==> config.mk <==
export PLATFORM = sky130hd
export DESIGN_NAME = uart_tx_dds_core
export DESIGN_NICKNAME = d
export VERILOG_FILES = /design/src/rtl/uart_tx_dds_core.sv
export SDC_FILE = /design/constraint.sdc
export NUM_CORES = 1
export LEC_CHECK = 0
export ABC_AREA = 1
export BUFFER_PORTS_ARGS = -buffer_cell sky130_fd_sc_hd__buf_2
export CAP_MARGIN = 20
export CORE_ASPECT_RATIO = 2
export CORE_UTILIZATION = 40
export CTS_CLUSTER_SIZE = 30
export DETAILED_ROUTE_END_ITERATION = 6
export PLACE_DENSITY = 0.61
export SYNTH_ARGS = -nofsm -noshare
export SYNTH_HDL_FRONTEND = slang
export SYNTH_SLANG_ARGS = --single-unit
==> constraint.sdc <==
create_clock -name clk_50m -period 5.3 [get_ports clk_50m]
set_input_delay 0.795 -clock clk_50m [delete_from_list [all_inputs] [get_ports clk_50m]]
set_output_delay 0.795 -clock clk_50m [all_outputs]
set_load 0.01 [all_outputs]
==> src/rtl/uart_tx_dds_core.sv <==
// Baud-tick generator, FWFT-FIFO-fed UART transmitter and quadrature DDS sine source.
// All outputs are registered; the FSM and DDS run on the rising edge of clk_50m.
module uart_tx_dds_core #(
  parameter int unsigned CLK_FREQ = 50_000_000,
  parameter int unsigned BAUD     = 115_200
) (
  input  logic        clk_50m,
  input  logic        reset,
  input  logic [7:0]  din,
  input  logic        wr_en,
  output logic        read_fifo_flag,
  output logic        tx,
  output logic        tx_busy,
  output logic        txclk_en,
  output logic        rxclk_en,
  input  logic [31:0] freq_tuning_word,
  input  logic        phase_accumulator_reset,
  output logic [7:0]  dac_data,
  output logic [7:0]  q_dac_data
);

  localparam int unsigned TX_DIV   = CLK_FREQ / BAUD;
  localparam int unsigned RX_DIV   = CLK_FREQ / (BAUD * 16);
  localparam int unsigned TX_CNT_W = $clog2(TX_DIV);
  localparam int unsigned RX_CNT_W = $clog2(RX_DIV);

  typedef enum logic [1:0] {IDLE, START, DATA, STOP} tx_state_t;

  logic [TX_CNT_W-1:0] tx_cnt;
  logic [RX_CNT_W-1:0] rx_cnt;
  logic                tx_tick_c;
  logic                rx_tick_c;

  tx_state_t  state;
  logic [7:0] shreg;
  logic [2:0] bit_idx;

  logic [31:0] phase;
  logic [7:0]  i_addr_c;
  logic [7:0]  q_addr_c;

  // The edge that raises a tick is also the edge the FSM acts on, so pops line up with txclk_en.
  assign tx_tick_c = (tx_cnt == '0);
  assign rx_tick_c = (rx_cnt == '0);

  // Baud and 16x oversample dividers
  always_ff @(posedge clk_50m or posedge reset) begin
    if (reset) begin
      tx_cnt   <= '0;
      rx_cnt   <= '0;
      txclk_en <= 1'b0;
      rxclk_en <= 1'b0;
    end else begin
      txclk_en <= tx_tick_c;
      rxclk_en <= rx_tick_c;
      tx_cnt   <= (tx_cnt == TX_CNT_W'(TX_DIV - 1)) ? '0 : tx_cnt + TX_CNT_W'(1);
      rx_cnt   <= (rx_cnt == RX_CNT_W'(RX_DIV - 1)) ? '0 : rx_cnt + RX_CNT_W'(1);
    end
  end

  // Transmit FSM: start bit, 8 data bits LSB first, stop bit; STOP may chain straight into a new frame
  always_ff @(posedge clk_50m or posedge reset) begin
    if (reset) begin
      state          <= IDLE;
      shreg          <= '0;
      bit_idx        <= '0;
      tx             <= 1'b1;
      tx_busy        <= 1'b0;
      read_fifo_flag <= 1'b0;
    end else begin
      read_fifo_flag <= 1'b0;
      if (tx_tick_c) begin
        case (state)
          IDLE, STOP: begin
            if (wr_en) begin
              shreg          <= din;
              read_fifo_flag <= 1'b1;
              tx             <= 1'b0;
              tx_busy        <= 1'b1;
              state          <= START;
            end else begin
              tx      <= 1'b1;
              tx_busy <= 1'b0;
              state   <= IDLE;
            end
          end
          START: begin
            tx      <= shreg[0];
            shreg   <= {1'b0, shreg[7:1]};
            bit_idx <= '0;
            state   <= DATA;
          end
          DATA: begin
            if (bit_idx == 3'd7) begin
              tx    <= 1'b1;
              state <= STOP;
            end else begin
              tx      <= shreg[0];
              shreg   <= {1'b0, shreg[7:1]};
              bit_idx <= bit_idx + 3'd1;
            end
          end
          default: state <= IDLE;
        endcase
      end
    end
  end

  // Quarter-wave magnitude round(127*sin(2*pi*k/256)) for k = 0..64
  function automatic logic [6:0] quarter_sine(input logic [6:0] k);
    logic [6:0] m;
    case (k)
      7'd0:  m = 7'd0;   7'd1:  m = 7'd3;   7'd2:  m = 7'd6;   7'd3:  m = 7'd9;
      7'd4:  m = 7'd12;  7'd5:  m = 7'd16;  7'd6:  m = 7'd19;  7'd7:  m = 7'd22;
      7'd8:  m = 7'd25;  7'd9:  m = 7'd28;  7'd10: m = 7'd31;  7'd11: m = 7'd34;
      7'd12: m = 7'd37;  7'd13: m = 7'd40;  7'd14: m = 7'd43;  7'd15: m = 7'd46;
      7'd16: m = 7'd49;  7'd17: m = 7'd51;  7'd18: m = 7'd54;  7'd19: m = 7'd57;
      7'd20: m = 7'd60;  7'd21: m = 7'd63;  7'd22: m = 7'd65;  7'd23: m = 7'd68;
      7'd24: m = 7'd71;  7'd25: m = 7'd73;  7'd26: m = 7'd76;  7'd27: m = 7'd78;
      7'd28: m = 7'd81;  7'd29: m = 7'd83;  7'd30: m = 7'd85;  7'd31: m = 7'd88;
      7'd32: m = 7'd90;  7'd33: m = 7'd92;  7'd34: m = 7'd94;  7'd35: m = 7'd96;
      7'd36: m = 7'd98;  7'd37: m = 7'd100; 7'd38: m = 7'd102; 7'd39: m = 7'd104;
      7'd40: m = 7'd106; 7'd41: m = 7'd107; 7'd42: m = 7'd109; 7'd43: m = 7'd111;
      7'd44: m = 7'd112; 7'd45: m = 7'd113; 7'd46: m = 7'd115; 7'd47: m = 7'd116;
      7'd48: m = 7'd117; 7'd49: m = 7'd118; 7'd50: m = 7'd120; 7'd51: m = 7'd121;
      7'd52: m = 7'd122; 7'd53: m = 7'd122; 7'd54: m = 7'd123; 7'd55: m = 7'd124;
      7'd56: m = 7'd125; 7'd57: m = 7'd125; 7'd58: m = 7'd126; 7'd59: m = 7'd126;
      7'd60: m = 7'd126; 7'd61: m = 7'd127; 7'd62: m = 7'd127; 7'd63: m = 7'd127;
      default: m = 7'd127;
    endcase
    return m;
  endfunction

  // Full-wave offset-binary sample built from quarter-wave symmetry
  function automatic logic [7:0] sine_lut(input logic [7:0] a);
    logic [6:0] idx;
    logic [6:0] mag;
    idx = a[6] ? (7'd64 - {1'b0, a[5:0]}) : {1'b0, a[5:0]};
    mag = quarter_sine(idx);
    return a[7] ? (8'd128 - {1'b0, mag}) : (8'd128 + {1'b0, mag});
  endfunction

  assign i_addr_c = phase[31:24];
  assign q_addr_c = phase[31:24] + 8'd64;

  // DDS accumulator; the lookup uses the pre-update phase, giving one clock of latency
  always_ff @(posedge clk_50m or posedge reset) begin
    if (reset) begin
      phase      <= '0;
      dac_data   <= 8'd128;
      q_dac_data <= 8'd255;
    end else begin
      phase      <= phase_accumulator_reset ? '0 : phase + freq_tuning_word;
      dac_data   <= sine_lut(i_addr_c);
      q_dac_data <= sine_lut(q_addr_c);
    end
  end

endmodule

==> metrics.txt, run 1 <==
# TYPE chip_impl_metric gauge
chip_impl_metric{name="total_negative_setup_slacks",unit="ns"} 0
chip_impl_info{name="critPathLaunchType",value="flip-flop"} 1
chip_impl_metric{name="n_fill_cell",unit=""} 1689
chip_impl_metric{name="height_of_the_die",unit="um"} 184
chip_impl_metric{name="cts.clk_slew.worst_paths",unit="ns"} 0.06
chip_impl_metric{name="port-buffer-count",unit=""} 64
chip_impl_metric{name="htree_num_levels",unit=""} 3
chip_impl_info{name="critical_path.reg2reg.startpoint",value="phase[24]"} 1
chip_impl_metric{name="first_pass_detailed_route_iteration_total",unit=""} 5
chip_impl_metric{name="syn_nets",unit=""} 1081
chip_impl_info{name="layout.cells.most_common_list",value="sky130_fd_sc_hd__nand2_1 (293), sky130_fd_sc_hd__nor2_1 (96), sky130_fd_sc_hd__nand3_1 (87), sky130_fd_sc_hd__inv_1 (86), sky130_fd_sc_hd__dfrtp_1 (70)"} 1
chip_impl_metric{name="nNetsFinal",unit=""} 1138
chip_impl_metric{name="p_leak",unit="uW"} 0.00387
chip_impl_metric{name="met3_usage",unit="%"} 2.89
chip_impl_metric{name="post_synth_instance_area",unit="mm^2"} 0.00664
chip_impl_metric{name="grt_use_total",unit="%"} 22.1
chip_impl_metric{name="postCtsResizedCells",unit=""} 0
chip_impl_metric{name="die_area",unit="mm^2"} 0.0172
chip_impl_metric{name="r2r_cells",unit=""} 18
chip_impl_info{name="path_cells",value="inv_2 -> ha_1 -> o21ai_2 -> inv_2 -> ha_1 -> nand3_1 -> o21ai_0 -> nor2_1 -> o21ai_1 -> nand3_1 -> nand2_1 -> nor2_2 -> ha_1 -> nand4_1 -> o21bai_1 -> nand2_1 -> nand2_1 -> inv_1"} 1
chip_impl_metric{name="max_cap_viols",unit=""} 0
chip_impl_metric{name="post-cts-setup-buffers",unit=""} 0
chip_impl_metric{name="async_flop_share",unit="%"} 100
chip_impl_metric{name="slew_headroom",unit="%"} 41.9
chip_impl_metric{name="ff2ff_setup_slack",unit="ns"} 1.68
chip_impl_metric{name="synth_cell_type_count",unit=""} 50
chip_impl_info{name="clockRootBuffer",value="sky130_fd_sc_hd__clkbuf_16"} 1
chip_impl_metric{name="rows",unit=""} 66
chip_impl_metric{name="hold_bufs_inserted_after_cts",unit=""} 0
chip_impl_metric{name="final-max-slew-violation-count",unit=""} 0
chip_impl_metric{name="ys_seq_area_share",unit="%"} 30.3
chip_impl_info{name="criticalPathCategory",value="reg2reg"} 1
chip_impl_info{name="worstHoldEndpoint",value="rx_cnt[0]"} 1
chip_impl_metric{name="post-place-ws",unit="ns"} 1.71
chip_impl_metric{name="globalRouteOverflowTotal",unit=""} 0
chip_impl_metric{name="share_seq_of_total_power",unit="%"} 17.2
chip_impl_metric{name="hpwlAfterDp",unit="mm"} 14.1
chip_impl_metric{name="vdd.ir_drop.worst",unit="mV"} 0.227
chip_impl_metric{name="power.clock.fraction",unit="%"} 13.2
chip_impl_metric{name="multi_input_area",unit="mm^2"} 0.00414
chip_impl_metric{name="dieWidth",unit="um"} 93.1
chip_impl_metric{name="globalRouteMet1Util",unit="%"} 21.7
chip_impl_metric{name="ant_nets",unit=""} 0
chip_impl_info{name="timing.rr.end",value="q_dac_data[6]"} 1
chip_impl_metric{name="numClockSinks",unit=""} 80
chip_impl_info{name="worstSetupEndpointType",value="flip-flop"} 1
chip_impl_info{name="hold_path.startpoint",value="rx_cnt[0]"} 1
chip_impl_metric{name="hold-path-cell-count",unit=""} 1
chip_impl_metric{name="initial_core_util",unit="%"} 40.8
chip_impl_metric{name="synth_enable_flop_cells",unit=""} 0
chip_impl_metric{name="tritoncts.num_buffers",unit=""} 9
chip_impl_metric{name="power.switching",unit="uW"} 2930
chip_impl_metric{name="antenna_found_initial",unit=""} 0
chip_impl_metric{name="max_stage_delay",unit="ns"} 0.72
chip_impl_metric{name="post_route_cells_drive_above_1_share",unit="%"} 12.9
chip_impl_info{name="global_route.peak_usage_layer",value="met2"} 1
chip_impl_metric{name="period_share",unit="%"} 68.3
chip_impl_metric{name="clock_skew",unit="ns"} 0.0104
chip_impl_metric{name="synth_top_area_share",unit="%"} 26.4
chip_impl_metric{name="dr_total_vias",unit=""} 6526
chip_impl_metric{name="layout_min_cycle_time",unit="ns"} 3.62
chip_impl_metric{name="area.growth.synth_to_final",unit="%"} 12.4
chip_impl_metric{name="ys_seq_elements",unit=""} 80
chip_impl_metric{name="post-route-drc-count",unit=""} 0
chip_impl_metric{name="grtUsageMet2",unit="%"} 42.0
chip_impl_metric{name="grt_pass1_wl",unit="mm"} 29.8
chip_impl_info{name="tritoncts",value="yes"} 1
chip_impl_metric{name="route.detailed.vias_per_inst",unit=""} 5.25
chip_impl_metric{name="setup-violations-final",unit=""} 0
chip_impl_info{name="netlist_top_cells_area",value="sky130_fd_sc_hd__dfrtp_1 (26%), sky130_fd_sc_hd__nand2_1 (17%), sky130_fd_sc_hd__ha_1 (11%)"} 1
chip_impl_metric{name="report.final.hold_viol_count",unit=""} 0
chip_impl_metric{name="cp_data_arrival_time",unit="ns"} 3.90
chip_impl_metric{name="clockBufferDepth",unit=""} 2
chip_impl_metric{name="power_per_cell_area",unit="mW/mm^2"} 726
chip_impl_metric{name="postLayoutSetupSlackWorst",unit="ns"} 1.68
chip_impl_metric{name="synthesis.instances",unit=""} 976
chip_impl_info{name="unrepaired_setup_endpoints_after_global_routing",value="false"} 1
chip_impl_metric{name="comb_power_share",unit="%"} 69.6
chip_impl_metric{name="clock_latency",unit="ns"} 0.35
chip_impl_metric{name="gpl.final_weighted_congestion",unit=""} 0.905
chip_impl_metric{name="coreArea",unit="mm^2"} 0.0163
chip_impl_metric{name="cell_internal_pwr",unit="uW"} 2490
chip_impl_info{name="worst_path_slowest_cell",value="sky130_fd_sc_hd__dfrtp_1"} 1
chip_impl_metric{name="detail_route.wl_per_cell",unit="um"} 14.4
chip_impl_metric{name="fmax",unit="GHz"} 0.276
chip_impl_metric{name="antenna-diode-count",unit=""} 0
chip_impl_info{name="worst_hold_path_type",value="reg2reg"} 1
chip_impl_metric{name="synth.avg_cell_area",unit="um^2"} 6.80
chip_impl_metric{name="sw_share",unit="%"} 54.1
chip_impl_metric{name="grt_max_degree",unit=""} 81
chip_impl_info{name="run_status",value="completed"} 1
chip_impl_metric{name="final_wl",unit="mm"} 17.9
chip_impl_metric{name="ff_latch_area",unit="mm^2"} 0.00201
chip_impl_metric{name="vias_in_the_first_global_route",unit=""} 6505
chip_impl_metric{name="floorplan.io_pins",unit=""} 65
chip_impl_metric{name="yosysWarningCount",unit=""} 0
chip_impl_metric{name="first_iter_violations",unit=""} 334
chip_impl_metric{name="crit_required",unit="ns"} 5.58
chip_impl_metric{name="worst-path-max-fanout",unit=""} 17
chip_impl_metric{name="worst-slew-pin-transition",unit="ns"} 0.871
chip_impl_info{name="netlist.top_cell.by_area",value="sky130_fd_sc_hd__dfrtp_1"} 1
chip_impl_info{name="synth_flop_cell",value="sky130_fd_sc_hd__dfrtp_1"} 1
chip_impl_info{name="leading_cell_type_in_the_layout_fill_and_taps_excluded",value="sky130_fd_sc_hd__nand2_1"} 1
chip_impl_info{name="critPathLaunch",value="phase[24]"} 1
final cells by class:
class	instances	area share, %
Clock buffer	10	3.07
Sequential cell	80	27.0
Tap cell	204	3.42
Timing Repair Buffer	67	4.83
Clock inverter	6	1.46
Inverter	93	4.69
Multi-Input combinational cell	782	55.5
worst max-delay path by stage:
stage | end | slack (ns)
after floorplan | q_dac_data[6] | 2.29
after global placement | q_dac_data[6] | 1.86
after detailed placement | q_dac_data[6] | 1.71
after CTS | q_dac_data[6] | 1.69
after global routing | q_dac_data[6] | 1.21
final | q_dac_data[6] | 1.68
registers in the layout, summed over array words and instances, names as in the netlist, 2 cells and up:
signal,cells
dac_data,8
rx_cnt,5
shreg,8
phase,32
bit_idx,3
tx_cnt,9
state,2
q_dac_data,8
critical path: cells and delay by family, from the launching register on:
family | cells | cell delay [ns]
buffers and inverters | 3 | 0.48
flip-flops | 1 | 0.72
adder cells (fa/ha/maj) | 3 | 0.86
AO/OA/AOI/OAI | 4 | 0.70
AND/OR/NAND/NOR | 8 | 0.79
through the flow:
step / area [um^2] / power, uW / hold slack, ns / cells / utilization [%]
after floorplan: 6640 / 3910 / 0.436 / 976 / -
after global placement: 7090 / 4690 / 0.480 / 1224 / 43.6
after detailed placement: 7100 / 4690 / 0.484 / 1225 / 43.6
after CTS: 7430 / 5430 / 0.490 / 1241 / 45.7
after global routing: 7460 / 6020 / 0.518 / 1242 / 45.9
final: 7460 / 5420 / 0.489 / 1242 / 45.9
power groups by stage:
stage	Sequential, uW	Clock [uW]	Combinational (uW)
finish	931	718	3770
global route	952	759	4310
CTS	933	738	3760
detailed placement	944	0	3750
global placement	941	0	3750
floorplan	919	0	2990
metal layers:
layer / vias to the layer above / part of all wire, %
li1: 3359 / -
met1: 2964 / 37
met2: 146 / 55
met3: 57 / 3.1
met4: 0 / 5.0
met5: - / 0
logic make-up after synthesis:
kind of cell	after synthesis	share of synthesized area, %
AO/OA/AOI/OAI	180	15.3
XOR/XNOR	6	0.791
adder cells (fa/ha/maj)	61	11.6
buffers and inverters	114	7.27
flip-flops	80	30.3
AND/OR/NAND/NOR	535	34.7
cell usage after synthesis, types with 6 or more instances:
library cell and n:
sky130_fd_sc_hd__o21ai_1 12, sky130_fd_sc_hd__nor2_1 96, sky130_fd_sc_hd__nand3_1 87, sky130_fd_sc_hd__inv_1 87
sky130_fd_sc_hd__buf_4 7, sky130_fd_sc_hd__dfrtp_1 70, sky130_fd_sc_hd__nand4_1 13, sky130_fd_sc_hd__nand2_1 293
sky130_fd_sc_hd__nor3_1 8, sky130_fd_sc_hd__a21oi_1 68, sky130_fd_sc_hd__nand2_2 11, sky130_fd_sc_hd__o21ai_0 58
sky130_fd_sc_hd__ha_1 60, sky130_fd_sc_hd__a31oi_1 9, sky130_fd_sc_hd__nor2_2 8, sky130_fd_sc_hd__clkbuf_1 6
sky130_fd_sc_hd__dfstp_2 10
Power figures use the tool's default switching activity.
==> inputs of run 2 (changes only) <==
ABC_AREA = 0   (was 1)
PLACE_DENSITY = 0.63   (was 0.61)
clock period = 3.2 ns   (was 5.3 ns; I/O delays follow)
==> metrics.txt, run 2 <==
# TYPE chip_impl_metric gauge
chip_impl_metric{name="grt_pass1_wl",unit="mm"} 27.4
chip_impl_info{name="worst_hold_path_type",value="in2async"} 1
chip_impl_info{name="leading_cell_type_in_the_layout_fill_and_taps_excluded",value="sky130_fd_sc_hd__nor2_1"} 1
chip_impl_metric{name="clock_latency",unit="ns"} 0.35
chip_impl_metric{name="post-cts-setup-buffers",unit=""} 0
chip_impl_info{name="tritoncts",value="yes"} 1
chip_impl_metric{name="max_cap_viols",unit=""} 0
chip_impl_metric{name="ys_seq_elements",unit=""} 80
chip_impl_metric{name="dieWidth",unit="um"} 92.4
chip_impl_metric{name="final_wl",unit="mm"} 16.6
chip_impl_metric{name="post-place-ws",unit="ns"} -0.00888
chip_impl_metric{name="numClockSinks",unit=""} 80
chip_impl_metric{name="htree_num_levels",unit=""} 3
chip_impl_metric{name="final_area",unit="mm^2"} 0.00767
chip_impl_metric{name="route.detailed.vias_per_inst",unit=""} 5.63
chip_impl_info{name="layout.cells.most_common_list",value="sky130_fd_sc_hd__nor2_1 (82), sky130_fd_sc_hd__dfrtp_1 (69), sky130_fd_sc_hd__buf_2 (64), sky130_fd_sc_hd__ha_1 (59)"} 1
chip_impl_metric{name="report.final.hold_viol_count",unit=""} 0
chip_impl_info{name="synth_common_cells",value="sky130_fd_sc_hd__nor2_1 (82), sky130_fd_sc_hd__dfrtp_1 (70), sky130_fd_sc_hd__ha_1 (60)"} 1
chip_impl_info{name="unrepaired_setup_endpoints_after_global_routing",value="true"} 1
chip_impl_metric{name="post_detailed_placement_cell_area",unit="mm^2"} 0.00731
chip_impl_metric{name="synth_enable_flop_cells",unit=""} 0
chip_impl_metric{name="worst-path-max-fanout",unit=""} 9
chip_impl_metric{name="hpwlAfterDp",unit="mm"} 13.0
chip_impl_metric{name="synthesis.instances",unit=""} 744
chip_impl_metric{name="synth.avg_cell_area",unit="um^2"} 8.78
chip_impl_metric{name="dr_total_vias",unit=""} 5846
chip_impl_metric{name="async_flop_share",unit="%"} 100
chip_impl_metric{name="post-route-drc-count",unit=""} 0
chip_impl_metric{name="fmax",unit="GHz"} 0.330
chip_impl_metric{name="period_share",unit="%"} 94.6
chip_impl_metric{name="first_pass_detailed_route_iteration_total",unit=""} 4
chip_impl_metric{name="clock_skew",unit="ns"} 0.00655
chip_impl_metric{name="cts.clk_slew.worst_paths",unit="ns"} 0.07
chip_impl_metric{name="p_leak",unit="uW"} 0.00361
chip_impl_metric{name="grt_max_degree",unit=""} 47
chip_impl_metric{name="setup-violations-final",unit=""} 0
chip_impl_metric{name="first_iter_violations",unit=""} 258
chip_impl_metric{name="area.growth.synth_to_final",unit="%"} 17.3
chip_impl_metric{name="initial_core_util",unit="%"} 41.2
chip_impl_metric{name="power_per_cell_area",unit="mW/mm^2"} 1260
chip_impl_metric{name="post_route_cells_drive_above_1_share",unit="%"} 21.6
chip_impl_metric{name="post_synth_instance_area",unit="mm^2"} 0.00653
chip_impl_metric{name="largest_register_ffs",unit=""} 32
chip_impl_metric{name="syn_nets",unit=""} 849
chip_impl_metric{name="cp_data_arrival_time",unit="ns"} 3.30
chip_impl_metric{name="hold_bufs_inserted_after_cts",unit=""} 0
chip_impl_metric{name="grt_use_total",unit="%"} 20.5
chip_impl_metric{name="vdd.ir_drop.worst",unit="mV"} 0.475
chip_impl_metric{name="ant_nets",unit=""} 0
chip_impl_info{name="netlist.top_cell.by_area",value="sky130_fd_sc_hd__dfrtp_1"} 1
chip_impl_metric{name="worst-slew-pin-transition",unit="ns"} 0.682
chip_impl_metric{name="die_area",unit="mm^2"} 0.0169
chip_impl_metric{name="crit_required",unit="ns"} 3.47
chip_impl_metric{name="port-buffer-count",unit=""} 64
chip_impl_metric{name="rows",unit=""} 65
chip_impl_metric{name="vias_in_the_first_global_route",unit=""} 5895
chip_impl_metric{name="ys_seq_area_share",unit="%"} 30.8
chip_impl_metric{name="coreArea",unit="mm^2"} 0.0159
chip_impl_metric{name="gpl.final_weighted_congestion",unit=""} 0.909
chip_impl_info{name="critPathLaunchType",value="flip-flop"} 1
chip_impl_metric{name="antenna_found_initial",unit=""} 1
chip_impl_metric{name="synth_cell_type_count",unit=""} 77
chip_impl_metric{name="slew_headroom",unit="%"} 54.5
chip_impl_metric{name="tritoncts.num_buffers",unit=""} 9
chip_impl_metric{name="clockBufferDepth",unit=""} 2
chip_impl_metric{name="yosysWarningCount",unit=""} 0
chip_impl_metric{name="synth_top_area_share",unit="%"} 26.8
chip_impl_metric{name="final-max-slew-violation-count",unit=""} 0
chip_impl_info{name="run_status",value="completed"} 1
chip_impl_info{name="synth.most_common_cell",value="sky130_fd_sc_hd__nor2_1"} 1
chip_impl_metric{name="postCtsResizedCells",unit=""} 0
chip_impl_metric{name="globalRouteOverflowTotal",unit=""} 0
chip_impl_info{name="clockRootBuffer",value="sky130_fd_sc_hd__clkbuf_16"} 1
chip_impl_metric{name="detail_route.wl_per_cell",unit="um"} 15.9
chip_impl_info{name="netlist_top_cells_area",value="sky130_fd_sc_hd__dfrtp_1 (27%), sky130_fd_sc_hd__ha_1 (11%), sky130_fd_sc_hd__nor2_1 (4.7%)"} 1
chip_impl_info{name="largest_registers",value="phase x32, tx_cnt x9"} 1
chip_impl_metric{name="height_of_the_die",unit="um"} 183
chip_impl_info{name="regMostFlops",value="phase"} 1
chip_impl_metric{name="postLayoutSetupSlackWorst",unit="ns"} 0.171
chip_impl_metric{name="nNetsFinal",unit=""} 937
chip_impl_info{name="synth_flop_cell",value="sky130_fd_sc_hd__dfrtp_1"} 1
chip_impl_info{name="worstSetupEndpointType",value="flip-flop"} 1
chip_impl_info{name="criticalPathCategory",value="reg2reg"} 1
chip_impl_metric{name="floorplan.io_pins",unit=""} 65
chip_impl_metric{name="layout_min_cycle_time",unit="ns"} 3.03
## run 2: layout make-up
class | instances | area [um^2]
diodes | 1 | 2.50
clock buffers | 9 | 225
clock inverters | 7 | 83.8
fillers | 1568 | 8190
inverters | 29 | 114
multi-input cells | 603 | 4300
flip-flops and latches | 80 | 2020
well taps | 201 | 251
repair buffers | 109 | 671
## run 2: report_power, final
| part | total (uW) | switching [uW] | internal (uW) |
|---|---|---|---|
| combinational | 7040 | 4080 | 2950 |
| clock | 1090 | 473 | 621 |
| sequential | 1520 | 153 | 1370 |
| total | 9660 | 4710 | 4950 |
## run 2: final timing paths
path | startpoint | slack [ns] | cells past startpoint | to
min | reset | 0.21 | 2 | phase[4]
max in group asynchronous | reset | 2.27 | 3 | tx
min in group clk_50m | din[7] | 0.39 | 3 | shreg[7]
max reg2reg | phase[24] | 0.17 | 15 | q_dac_data[6]
max | phase[24] | 0.17 | 15 | q_dac_data[6]
min reg2reg | tx_busy | 0.48 | 1 | tx_busy
## run 2: cells by family (layout without fill, tap and decap cells)
group | count (synthesis) | after routing | synth area share (%)
simple gates | 248 | 248 | 18.7
compound gates | 222 | 222 | 23.7
flops | 80 | 80 | 30.8
fa+ha+maj | 63 | 63 | 12.1
buf+inv | 61 | 154 | 4.25
xor+xnor | 54 | 54 | 7.53
mux | 16 | 16 | 2.89
other cells | 0 | 1 | 0
## run 2: metal layers
metal	routed length, um	track usage (%)
met5	0	0
met4	682	10.7
met3	511	3.23
met2	9370	40.0
met1	6010	20.0
## run 2: critical path, cell delays in order (launching register included)
cell and delay, ns:
sky130_fd_sc_hd__dfrtp_2 0.38, sky130_fd_sc_hd__clkinvlp_4 0.11, sky130_fd_sc_hd__ha_4 0.17, sky130_fd_sc_hd__buf_4 0.15
sky130_fd_sc_hd__or3_1 0.42, sky130_fd_sc_hd__nand2_4 0.15, sky130_fd_sc_hd__buf_4 0.21, sky130_fd_sc_hd__o211ai_1 0.10
sky130_fd_sc_hd__o311ai_1 0.14, sky130_fd_sc_hd__a32o_1 0.28, sky130_fd_sc_hd__nand2_1 0.09, sky130_fd_sc_hd__inv_1 0.07
sky130_fd_sc_hd__ha_1 0.15, sky130_fd_sc_hd__nand3_1 0.11, sky130_fd_sc_hd__o41ai_2 0.25, sky130_fd_sc_hd__xor2_1 0.18
## run 2: through the flow
step / util (%) / TNS (ns) / power (uW) / std cells / hold WS [ns]
final: 48.3 / 0 / 9660 / 1039 / 0.208
after CTS: 48.0 / 0 / 9540 / 1038 / 0.233
after floorplan: - / -0.00880 / 6780 / 744 / 0.453
after detailed placement: 46.1 / -0.00888 / 8410 / 1022 / 0.465
after global placement: 46.1 / 0 / 8370 / 1022 / 0.453
after global routing: 48.3 / -0.0583 / 10500 / 1039 / 0.270
==> inputs of run 3 (changes only) <==
RECOVER_POWER = 25   (was not set)
==> metrics.txt, run 3 (synthesized netlist as in run 2, its figures left out) <==
# TYPE chip_impl_metric gauge
chip_impl_info{name="run_status",value="finished, violations left"} 1
chip_impl_info{name="violations",value="capacitance limit, slew limit"} 1
chip_impl_metric{name="ff2ff_setup_slack",unit="ns"} 0.17
chip_impl_info{name="critPathLaunchType",value="flip-flop"} 1
chip_impl_metric{name="p_leak",unit="uW"} 0.00360
chip_impl_metric{name="cp_data_arrival_time",unit="ns"} 3.30
chip_impl_metric{name="clock_latency",unit="ns"} 0.35
chip_impl_metric{name="final-max-slew-violation-count",unit=""} 73
chip_impl_metric{name="rows",unit=""} 65
chip_impl_metric{name="grt_max_degree",unit=""} 47
chip_impl_metric{name="height_of_the_die",unit="um"} 183
chip_impl_metric{name="antenna_found_initial",unit=""} 1
chip_impl_metric{name="ant_nets",unit=""} 0
chip_impl_metric{name="clock_skew",unit="ns"} 0.00656
chip_impl_metric{name="cell_internal_pwr",unit="uW"} 4950
chip_impl_metric{name="share_seq_of_total_power",unit="%"} 15.8
chip_impl_metric{name="first_pass_detailed_route_iteration_total",unit=""} 4
chip_impl_metric{name="n_fill_cell",unit=""} 1571
chip_impl_metric{name="post-cts-setup-buffers",unit=""} 0
chip_impl_metric{name="initial_core_util",unit="%"} 41.2
chip_impl_metric{name="slew_headroom",unit="%"} -12.7
chip_impl_metric{name="die_area",unit="mm^2"} 0.0169
chip_impl_metric{name="numClockSinks",unit=""} 80
chip_impl_metric{name="finish.cell_count_without_fillers",unit=""} 1039
chip_impl_metric{name="grt_use_total",unit="%"} 20.5
chip_impl_metric{name="power_per_cell_area",unit="mW/mm^2"} 1260
chip_impl_info{name="unrepaired_setup_endpoints_after_global_routing",value="true"} 1
chip_impl_metric{name="final_wl",unit="mm"} 16.6
chip_impl_metric{name="worst-path-max-fanout",unit=""} 9
chip_impl_metric{name="detail_route.wl_per_cell",unit="um"} 16.0
chip_impl_info{name="worstSetupEndpointType",value="flip-flop"} 1
chip_impl_metric{name="gpl.final_weighted_congestion",unit=""} 0.909
chip_impl_metric{name="clockBufferDepth",unit=""} 2
chip_impl_metric{name="layout_min_cycle_time",unit="ns"} 3.03
chip_impl_metric{name="first_iter_violations",unit=""} 258
chip_impl_metric{name="hold_bufs_inserted_after_cts",unit=""} 0
chip_impl_metric{name="area.growth.synth_to_final",unit="%"} 17.1
chip_impl_metric{name="coreArea",unit="mm^2"} 0.0159
chip_impl_metric{name="r2r_cells",unit=""} 15
chip_impl_metric{name="hpwlAfterDp",unit="mm"} 13.0
chip_impl_metric{name="post-route-drc-count",unit=""} 0
chip_impl_metric{name="post-place-ws",unit="ns"} -0.00888
chip_impl_info{name="regMostFlops",value="phase"} 1
chip_impl_metric{name="vias_in_the_first_global_route",unit=""} 5895
chip_impl_metric{name="post_route_cells_drive_above_1_share",unit="%"} 21.5
chip_impl_metric{name="dieWidth",unit="um"} 92.4
chip_impl_metric{name="sw_share",unit="%"} 48.8
chip_impl_metric{name="worst-slew-pin-transition",unit="ns"} 1.68
chip_impl_metric{name="setup-violations-final",unit=""} 0
chip_impl_metric{name="fmax",unit="GHz"} 0.330
chip_impl_metric{name="placed_cells",unit=""} 1022
chip_impl_metric{name="grt_pass1_wl",unit="mm"} 27.4
chip_impl_metric{name="cts.clk_slew.worst_paths",unit="ns"} 0.07
chip_impl_metric{name="vdd.ir_drop.worst",unit="mV"} 0.478
chip_impl_info{name="largest_registers",value="phase x32, tx_cnt x9"} 1
chip_impl_metric{name="max_cap_viols",unit=""} 2
chip_impl_metric{name="floorplan.io_pins",unit=""} 65
chip_impl_info{name="tritoncts",value="yes"} 1
chip_impl_metric{name="multi_input_area",unit="mm^2"} 0.00430
chip_impl_metric{name="hold-path-cell-count",unit=""} 3
chip_impl_metric{name="port-buffer-count",unit=""} 64
chip_impl_metric{name="largest_register_ffs",unit=""} 32
chip_impl_metric{name="tritoncts.num_buffers",unit=""} 9
chip_impl_metric{name="power.switching",unit="uW"} 4710
chip_impl_metric{name="final_core_util",unit="%"} 48.2
chip_impl_metric{name="nNetsFinal",unit=""} 937
chip_impl_info{name="worst_hold_path_type",value="in2reg"} 1
chip_impl_metric{name="period_share",unit="%"} 94.6
chip_impl_info{name="criticalPathCategory",value="reg2reg"} 1
chip_impl_metric{name="globalRouteOverflowTotal",unit=""} 0
chip_impl_metric{name="postCtsResizedCells",unit=""} 0
chip_impl_metric{name="report.final.hold_viol_count",unit=""} 0
chip_impl_metric{name="route.detailed.vias_per_inst",unit=""} 5.63
chip_impl_metric{name="htree_num_levels",unit=""} 3
chip_impl_metric{name="dr_total_vias",unit=""} 5851
chip_impl_info{name="layout.cells.most_common_list",value="sky130_fd_sc_hd__nor2_1 (82), sky130_fd_sc_hd__dfrtp_1 (69), sky130_fd_sc_hd__buf_2 (63), sky130_fd_sc_hd__ha_1 (59)"} 1
chip_impl_metric{name="comb_power_share",unit="%"} 72.9
chip_impl_info{name="clockRootBuffer",value="sky130_fd_sc_hd__clkbuf_16"} 1
chip_impl_metric{name="power.clock.fraction",unit="%"} 11.3
chip_impl_metric{name="postLayoutSetupSlackWorst",unit="ns"} 0.172
chip_impl_info{name="leading_cell_type_in_the_layout_fill_and_taps_excluded",value="sky130_fd_sc_hd__nor2_1"} 1
chip_impl_metric{name="ff_latch_area",unit="mm^2"} 0.00202
chip_impl_metric{name="crit_required",unit="ns"} 3.47
[run 3: cell count changes in the layout (fill, tap and decap cells not counted)]
cell / change
sky130_fd_sc_hd__buf_2: -1
sky130_fd_sc_hd__clkinvlp_2: +1
sky130_fd_sc_hd__clkinv_2: -1
sky130_fd_sc_hd__clkbuf_2: +1
sky130_fd_sc_hd__buf_12: -1
sky130_fd_sc_hd__clkbuf_1: +1
[run 3: area by class of cell]
class,instances,area share [%]
multi-input combinational,603,56.2
sequential,80,26.3
timing repair buffer,109,8.55
tap,201,3.29
clock buffer,9,2.94
inverter,29,1.49
clock inverter,7,1.10
antenna,1,0.0327
[run 3: power groups by stage]
| stage | sequential [uW] | clock, uW | combinational, uW |
|---|---|---|---|
| 3_5_place_dp | 1540 | 0 | 6870 |
| 6_report | 1530 | 1090 | 7040 |
| 5_1_grt | 1550 | 1170 | 7740 |
| 2_1_floorplan | 1560 | 0 | 5220 |
| 4_1_cts | 1520 | 1120 | 6900 |
| 3_3_place_gp | 1540 | 0 | 6840 |
[run 3: critical path, cell delays in order, from the launching register on]
cell and delay, ns:
sky130_fd_sc_hd__dfrtp_2 0.38, sky130_fd_sc_hd__clkinvlp_4 0.11, sky130_fd_sc_hd__ha_4 0.17, sky130_fd_sc_hd__buf_4 0.15, sky130_fd_sc_hd__or3_1 0.42, sky130_fd_sc_hd__nand2_4 0.15, sky130_fd_sc_hd__buf_4 0.21, sky130_fd_sc_hd__o211ai_1 0.10
sky130_fd_sc_hd__o311ai_1 0.14, sky130_fd_sc_hd__a32o_1 0.28, sky130_fd_sc_hd__nand2_1 0.09, sky130_fd_sc_hd__inv_1 0.07, sky130_fd_sc_hd__ha_1 0.15, sky130_fd_sc_hd__nand3_1 0.11, sky130_fd_sc_hd__o41ai_2 0.25, sky130_fd_sc_hd__xor2_1 0.18
[run 3: worst paths after layout]
kind / start / to
min: din[7] / shreg[7]
min reg2reg: tx_busy / tx_busy
max reg2reg: phase[24] / q_dac_data[6]
max in group asynchronous: reset / rx_cnt[0]
max: phase[24] / q_dac_data[6]
min in group asynchronous: reset / phase[4]
[run 3: per-layer routing]
metal / vias up / wire, um / global-route usage (%)
met1: 2775 / 6040 / 20.0
met2: 136 / 9360 / 40.0
met5: - / 0 / 0
met4: 0 / 682 / 10.7
met3: 45 / 495 / 3.23
li1: 2895 / - / -
[run 3: per-stage QoR]
step / power (uW) / area (um^2) / TNS [ns] / hold slack (ns)
finish: 9660 / 7650 / 0 / 0.389
global route: 10500 / 7650 / -0.0583 / 0.400
CTS: 9540 / 7620 / 0 / 0.233
detailed placement: 8410 / 7310 / -0.00888 / 0.465
global placement: 8370 / 7310 / 0 / 0.453
floorplan: 6780 / 6560 / -0.00880 / 0.453
